File: src/rtl/unary_a_streamer.sv
// unary_a_streamer: buffers one binary A matrix row-by-row, then replays it as
// column-skewed unary bitstreams with a per-frame strobe for the systolic array.
module unary_a_streamer #(
    parameter int SIZE        = 4,
    parameter int A_ROW       = 2,
    parameter int A_COL       = 2,
    parameter int TAIL_FRAMES = 3,
    localparam int FRAME_LEN  = (32'd1 << SIZE) + 2,
    localparam int NUM_FRAMES = A_ROW + A_COL - 1 + TAIL_FRAMES,
    localparam int FI_W       = $clog2(NUM_FRAMES + 1)
) (
    input  logic                  clk,
    input  logic                  reset_n,
    input  logic                  in_valid,
    output logic                  in_ready,
    input  logic [A_COL*SIZE-1:0] in_row,
    output logic [A_COL-1:0]      unary_out,
    output logic                  frame_start,
    output logic [FI_W-1:0]       frame_idx,
    output logic                  busy,
    output logic                  done
);

    localparam int ROW_W = (A_ROW > 1) ? $clog2(A_ROW) : 1;

    localparam logic [ROW_W-1:0] ROW_LAST = ROW_W'(A_ROW - 1);
    localparam logic [ROW_W-1:0] ROW_ONE  = ROW_W'(32'd1);
    localparam logic [SIZE:0]    CYC_LAST = (SIZE + 1)'(FRAME_LEN - 1);
    localparam logic [SIZE:0]    CYC_ONE  = (SIZE + 1)'(32'd1);
    localparam logic [FI_W-1:0]  FI_LAST  = FI_W'(NUM_FRAMES - 1);
    localparam logic [FI_W-1:0]  FI_ONE   = FI_W'(32'd1);

    typedef enum logic [1:0] {
        ST_LOAD   = 2'd0,
        ST_STREAM = 2'd1,
        ST_DONE   = 2'd2
    } state_t;

    typedef logic [A_ROW-1:0][A_COL*SIZE-1:0] buf_t;

    state_t           state_r;
    state_t           state_s;
    logic [ROW_W-1:0] row_cnt_r;
    logic [ROW_W-1:0] row_cnt_s;
    logic [SIZE:0]    cyc_r;
    logic [SIZE:0]    cyc_s;
    logic [FI_W-1:0]  fidx_r;
    logic [FI_W-1:0]  fidx_s;
    buf_t             buf_r;
    buf_t             buf_s;
    logic [A_COL-1:0] lane_s;

    logic             in_ready_r;
    logic [A_COL-1:0] unary_r;
    logic             frame_start_r;
    logic [FI_W-1:0]  frame_idx_r;
    logic             busy_r;
    logic             done_r;

    // Next-state logic: row capture in LOAD, frame/cycle counting in STREAM.
    always_comb begin
        state_s   = state_r;
        row_cnt_s = row_cnt_r;
        cyc_s     = cyc_r;
        fidx_s    = fidx_r;
        buf_s     = buf_r;
        case (state_r)
            ST_LOAD: begin
                if (in_valid) begin
                    buf_s[row_cnt_r] = in_row;
                    if (row_cnt_r == ROW_LAST) begin
                        state_s   = ST_STREAM;
                        row_cnt_s = {ROW_W{1'b0}};
                        cyc_s     = {(SIZE + 1){1'b0}};
                        fidx_s    = {FI_W{1'b0}};
                    end else begin
                        row_cnt_s = row_cnt_r + ROW_ONE;
                    end
                end else begin
                    row_cnt_s = row_cnt_r;
                end
            end
            ST_STREAM: begin
                if (cyc_r == CYC_LAST) begin
                    cyc_s = {(SIZE + 1){1'b0}};
                    if (fidx_r == FI_LAST) begin
                        state_s = ST_DONE;
                        fidx_s  = {FI_W{1'b0}};
                    end else begin
                        fidx_s = fidx_r + FI_ONE;
                    end
                end else begin
                    cyc_s = cyc_r + CYC_ONE;
                end
            end
            ST_DONE: begin
                state_s   = ST_LOAD;
                row_cnt_s = {ROW_W{1'b0}};
            end
            default: begin
                state_s   = ST_LOAD;
                row_cnt_s = {ROW_W{1'b0}};
                cyc_s     = {(SIZE + 1){1'b0}};
                fidx_s    = {FI_W{1'b0}};
            end
        endcase
    end

    // Lane decode for the upcoming cycle: lane j carries row (frame - j).
    always_comb begin
        lane_s = {A_COL{1'b0}};
        for (int j = 0; j < A_COL; j++) begin
            for (int r = 0; r < A_ROW; r++) begin
                lane_s[j] = lane_s[j]
                          | ((int'(fidx_s) == (r + j))
                             && (cyc_s < {1'b0, buf_s[r][j*SIZE +: SIZE]}));
            end
        end
    end

    // Control state and matrix buffer registers.
    always_ff @(posedge clk or negedge reset_n) begin
        if (!reset_n) begin
            state_r   <= ST_LOAD;
            row_cnt_r <= {ROW_W{1'b0}};
            cyc_r     <= {(SIZE + 1){1'b0}};
            fidx_r    <= {FI_W{1'b0}};
            buf_r     <= {(A_ROW * A_COL * SIZE){1'b0}};
        end else begin
            state_r   <= state_s;
            row_cnt_r <= row_cnt_s;
            cyc_r     <= cyc_s;
            fidx_r    <= fidx_s;
            buf_r     <= buf_s;
        end
    end

    // Outputs registered from next state so they line up with the state registers.
    always_ff @(posedge clk or negedge reset_n) begin
        if (!reset_n) begin
            in_ready_r    <= 1'b1;
            unary_r       <= {A_COL{1'b0}};
            frame_start_r <= 1'b0;
            frame_idx_r   <= {FI_W{1'b0}};
            busy_r        <= 1'b0;
            done_r        <= 1'b0;
        end else begin
            in_ready_r    <= (state_s == ST_LOAD);
            busy_r        <= (state_s == ST_STREAM);
            done_r        <= (state_s == ST_DONE);
            frame_start_r <= (state_s == ST_STREAM) && (cyc_s == {(SIZE + 1){1'b0}});
            frame_idx_r   <= (state_s == ST_STREAM) ? fidx_s : {FI_W{1'b0}};
            unary_r       <= (state_s == ST_STREAM) ? lane_s : {A_COL{1'b0}};
        end
    end

    assign in_ready    = in_ready_r;
    assign unary_out   = unary_r;
    assign frame_start = frame_start_r;
    assign frame_idx   = frame_idx_r;
    assign busy        = busy_r;
    assign done        = done_r;

endmodule

File: config.mk
export PLATFORM = sky130hd
export DESIGN_NAME = unary_a_streamer
export DESIGN_NICKNAME = d
export VERILOG_FILES = /design/src/rtl/unary_a_streamer.sv
export SDC_FILE = /design/constraint.sdc
export NUM_CORES = 1
export LEC_CHECK = 0
export CORE_MARGIN = 4
export CORE_UTILIZATION = 35
export DETAILED_ROUTE_END_ITERATION = 7
export PLACE_DENSITY = 0.67
export SLEW_MARGIN = 15
export SYNTH_ARGS = -nofsm -noshare
export SYNTH_HDL_FRONTEND = slang
export SYNTH_SLANG_ARGS = --single-unit
export TNS_END_PERCENT = 20
File: constraint.sdc
create_clock -name clk -period 2.85 [get_ports clk]
set_input_delay 0.855 -clock clk [delete_from_list [all_inputs] [get_ports clk]]
set_output_delay 0.855 -clock clk [all_outputs]
set_load 0.03 [all_outputs]
=== Word-level counts from Yosys, hierarchy flattened ===
Cells that the tools add are included.

* Bits in registers: 36
* Input bits: 11
* Output and inout port bits: 9
* Logic and storage cells: 68

* Add/sub/neg operators: 3
* Order comparisons: 6
* Equal/unequal tests: 9
* Mux-type cells: 24
* Bitwise operators: 3
* Reductions and logical operators: 11

{| class="wikitable"
|+ Operator list
! kind !! count
|-
| two-way mux 16 bit || 2
|-
| less-than comparator 5 x 4 -> 1 bit || 4
|-
| bitwise mux 16 bit || 1
|-
| two-way mux 3 bit || 5
|-
| two-way mux 5 bit || 3
|-
| case mux 5 bit (3 select lines) || 1
|-
| two-way mux 2 bit || 5
|-
| case mux 3 bit (3 select lines) || 1
|-
| demux 8 bit (select 1 bit) || 1
|-
| two-way mux 8 bit || 1
|-
| == test 3 bit, second input constant || 2
|-
| logical AND 1 bit || 6
|-
| adder 5 x 1 -> 5 bit, second input constant || 1
|-
| == test 5 bit, second input constant || 1
|-
| logical NOT 5 bit || 1
|-
| == test 2 x 1 -> 1 bit, second input constant || 2
|-
| == test 2 bit, second input constant || 2
|-
| logical NOT 2 bit || 2
|-
| case mux 2 bit (2 select lines) || 1
|-
| adder 3 x 1 -> 3 bit, second input constant || 1
|-
| == test 3 x 2 -> 1 bit, second input constant || 1
|-
| logical NOT 3 bit || 1
|-
| less-than comparator 1 x 2 -> 1 bit, second input constant || 1
|-
| two-way mux 1 bit || 2
|-
| other kinds (7) || 8
|}

=== Longest topological paths before layout ===
* Depth in word-level cells: 11
* Depth in mapped cells: 12
* Gate-level depth less buffers: 11

=== Least setup slack after synthesis ===
Ideal clock, no wire load.

* Kind: input port to flip-flop
* From: input port in_valid
* To: register unary_r[0] (netlist: unary_out[0])
* Library setup time: 0.111 ns
* Arrival: 2.805 ns
* Data required time: 2.739 ns
* Path slack: -0.067 ns
* Stages: 7
* Path buffers: 0
* Cell sequence: nor4b_4 mux2_2 inv_1 ha_1 and3_1 a2111o_1 a2111oi_2

{| class="wikitable"
|+ RTL lines
! what !! line !! text
|-
| from (decl) || 14 || <nowiki>input logic in_valid,</nowiki>
|-
| to (signal assigned) || 142 || <nowiki>unary_r <= {A_COL{1'b0}};</nowiki>
|-
| to (signal assigned) || 153 || <nowiki>unary_r <= (state_s == ST_STREAM) ? lane_s : {A_COL{1'b0}};</nowiki>
|-
| to (decl) || 54 || <nowiki>logic [A_COL-1:0] unary_r;</nowiki>
|}

=== Worst setup path after layout ===
* From: register cyc_r[1]
* To: register unary_r[0] (netlist: unary_out[0])

* Longest elaborated chain between the ends: 7
* Elaborated cells on any way between the ends: 19
* Classes of those cells: 1 x add/sub; 2 x order compare; 3 x eq/ne; 9 x mux; 1 x bitwise; 3 x reduce/logical

{| class="wikitable"
|+ Ends and longest elaborated chain
! what !! line !! text
|-
| from (decl) || 45 || <nowiki>logic [SIZE:0] cyc_r;</nowiki>
|-
| from (signal assigned) || 126 || <nowiki>cyc_r <= {(SIZE + 1){1'b0}};</nowiki>
|-
| from (signal assigned) || 132 || <nowiki>cyc_r <= cyc_s;</nowiki>
|-
| adder 5 x 1 -> 5 bit or == test 5 bit (tied branches) || 93, 84 ||
|-
| two-way mux 5 bit (*) || 84 || <nowiki>if (cyc_r == CYC_LAST) begin</nowiki>
|-
| case mux 5 bit (3 select lines) (*) || 67 || <nowiki>case (state_r)</nowiki>
|-
| named net cyc_s[3] || 46 || <nowiki>logic [SIZE:0] cyc_s;</nowiki>
|-
| less-than comparator 5 x 4 -> 1 bit || 116 || <nowiki>&& (cyc_s < {1'b0, buf_s[r][j*SIZE +: SIZE]}));</nowiki>
|-
| logical AND 1 bit || 116 ||
|-
| bitwise OR 1 bit (*) || 115 || <nowiki>| ((int'(fidx_s) == (r + j))</nowiki>
|-
| two-way mux 2 bit (*) || 153 ||
|}

The timed path passes the listed nets; every way through them passes the cells marked *.
A chain may end at the register's enable or synchronous reset.

==> results.yml <==
flow_run:
  maxCapViolCount: 0
global_route:
  grt.busiest_layer: "met2"
  grt_usage: 0.132
  grt_start_max_net_pins: 37
  gr-total-overflow: 0
  met1_usage: 0.167
  antenna_found_initial: 0
  grt_pass1_wl_mm: 6.34
  met3_usage: 0.0348
  grt_pass1_vias: 1312
  gr-usage-met2: 0.207
synth:
  ys_types: 45
  async_reset_ff_frac: 1.00
  synth-main-ff-cell: "dfrtp_1"
  synth_edf_count: 0
  synth_area_per_cell_um2: 11.6
  ys_seq_area_frac: 0.488
  synth_nets: 185
  syn_inst: 160
  synth_area_leaders: "dfrtp_1 47%, ha_1 9.5%, mux2_2 4.9%"
  ys_warn_count: 0
  syn_area_um2: 1850
  synth_top_area_frac: 0.474
  ys_seq_elements: 36
  yosys.area.top_type: "dfrtp_1"
power_and_ir_drop:
  p_leak_uw: 0.00116
  internal_power_uw: 1660
  switching_share: 0.371
  pwr-share-comb: 0.554
  seqPwrFrac: 0.314
  p_switching_uw: 979
  finalPower_uw: 2640
  clock_power_share: 0.133
  cellPowerDensity_nw_per_um2: 1080
  vdd_ir_drop_max_v: 0.000492
die:
  core-area_um2: 5110
  die_width_um: 80.7
  rows: 26
  ios: 20
  die_h_um: 80.7
  start_util: 0.362
  die-area_um2: 6510
hold_path:
  min_from: "buf_r[12]"
  hold_path_depth: 2
  min_path_type: "reg -> reg"
sta:
  worst_slack_ps: 165
  period_needed_ps: 2690
  drv_slew: 0
  slew-limit-headroom: 0.690
  max_slew.worst_pin.slew_ps: 464
  clock-skew-final_ps: 9.08
  period_share: 0.942
  hold_violations: 0
  setup_viol: 0
  max_freq_mhz: 372
  holdWs_ps: 493
finish:
  fin_nets: 232
  area_growth_pct: 32.0
  antenna_cells: 0
  stdcell_count: 278
  drive_gt1_frac: 0.264
  fill_cells: 483
  fin_area_um2: 2440
placement:
  place_area_um2: 2290
  hpwl_mm: 2.80
  dp_slack_ps: -530
  place_inst: 268
  gp_congestion: 0.793
  io_buffers: 19
worst_setup_path:
  path_common_cell: "ha_1"
  cp.arrival_ps: 2880
  cpMaxStageDelayCell: "dfrtp_1"
  crit_start: "cyc_r[1]"
  ff2ff_path_depth: 11
  cp.depth: 11
  critPathCaptureType: "register"
  critPathMaxStageDelay_ps: 400
  rr_startpoint: "cyc_r[1]"
  crit_buf_inv: 2
  critical_path_class: "reg -> reg"
  worst_ep_required_time_ps: 3050
  r2r_setup_slack_ps: 160
  cp-endpoint: "unary_out[0]"
  path_cells: "inv_1 > ha_1 > nor4bb_2 > buf_4 > nor3b_1 > o21ai_1 > o31ai_2 > ha_1 > and3_1 > a2111o_1 > a2111oi_4"
  r2r_end: "unary_out[0]"
  cp-start-kind: "register"
  cpLargestDelayFamily: "compound AO/OA/AOI/OAI gates"
  crit_fanout: 8
route:
  antenna_left: 0
  dr_total_vias: 1339
  viasPerCell: 4.82
  avgRoutedWirePerCell_um: 13.5
  wl_mm: 3.75
  drt_iter0_drc: 54
  firstDrtPassIters: 4
  drc: 0
clock_network:
  cts.sink_count: 36
  cts_tree: "done"
  numCtsBuffers: 5
  clk_pin_slew_ps: 70
  root_buffer: "clkbuf_8"
  clkLatencyLatePin_ps: 290
  htree_levels: 2
  clk_path_buf_depth: 2
run_status:
  status: "finished, final reports clean"
through the flow:
step | setup TNS [ps] | utilization
after floorplan | -28.4 | -
after global placement | -859 | 0.448
after detailed placement | -909 | 0.448
after CTS | 0 | 0.464
after global routing | -21.0 | 0.478
final | 0 | 0.478
worst reg2reg max path, delay by kind of cell (launching register included):
kind / cells / cell delay [ps]
flip-flops: 1 / 400
AND/OR/NAND/NOR: 3 / 480
AO/OA/AOI/OAI: 4 / 990
buffers and inverters: 2 / 290
adder cells (fa/ha/maj): 2 / 450
sequential cells by signal, summed over array words and instances (netlist names):
name and count:
done 1, frame_idx 3, buf_r 16, in_ready 1
state_r 2, fidx_r 3, row_cnt_r 1, unary_out 2
busy 1, cyc_r 5, frame_start 1
layout make-up:
class	instances	area, µm²	area share
Multi-Input combinational cell	100	911	0.373
Sequential cell	36	902	0.370
Timing Repair Buffer	45	388	0.159
Tap cell	70	87.6	0.0359
Clock buffer	7	76.3	0.0313
Inverter	19	71.3	0.0292
Clock inverter	1	5.00	0.00205
repair_timing:
action / in CTS / in global routing
buffers inserted: 0 / 2
hold buffers: 0 / 0
pin swaps: 2 / 3
gates resized for setup: 2 / 15
endpoints found under the setup margin: 2 / 1
layer usage:
metal	wire length, µm	vias to the layer above
met2	1770	27
met5	0	-
met1	1730	639
li1	-	664
met3	149	9
met4	93	0
placed cells by master, fill, tap and decap left out, drive strengths merged, types with 2 or more instances in the layout:
cell and count:
mux2i 7, buf 26, nor3 2, nor3b 2, ha 14, a21oi 7, or2 2, nand2 3
mux2 9, dfrtp 35, a21o 5, nor4b 2, o2111ai 3, clkbuf 8, nand2b 4, o31a 2
nor2 6, inv 19, clkdlybuf4s50 18, nor2b 3, nand4b 2, nand3 4, o21ai 2, a211oi 2
xnor2 2
power groups by stage:
stage          registers [µW]  logic (µW)  clock network [µW]
4_1_cts                   827        1340                 366
2_1_floorplan             852         805                   0
3_5_place_dp              837        1330                   0
5_1_grt                   853        1650                 389
3_3_place_gp              832        1300                   0
6_report                  829        1460                 350
worst min path at each step:
stage,to
2_1_floorplan,buf_r[12]
3_3_place_gp,buf_r[12]
3_5_place_dp,buf_r[12]
4_1_cts,buf_r[12]
5_1_grt,buf_r[0]
6_report,buf_r[12]
Yosys cell counts (all sizes together), types with 2 or more instances:
library cell  number
a211oi             2
a21o               5
a21oi              7
buf                3
clkbuf             2
dfrtp             35
ha                14
inv               19
mux2               9
mux2i              7
nand2              3
nand2b             4
nand3              4
nand4b             2
nor2               6
nor2b              3
nor3               2
nor3b              2
nor4b              2
o2111ai            3
o21ai              2
o31a               2
or2                2
xnor2              2
cells by family (layout without fill, tap and decap cells):
group	after synthesis	count (layout)	share of synthesized area
AOI/OAI and AO/OA	30	30	0.121
xor gates and xnor gates	3	3	0.0142
adders and majority gates	14	14	0.0947
buffers and inverters	24	72	0.0541
DFF	36	36	0.488
muxes	16	16	0.0947
and+or+nand+nor	37	37	0.133
Power figures use the tool's default switching activity.
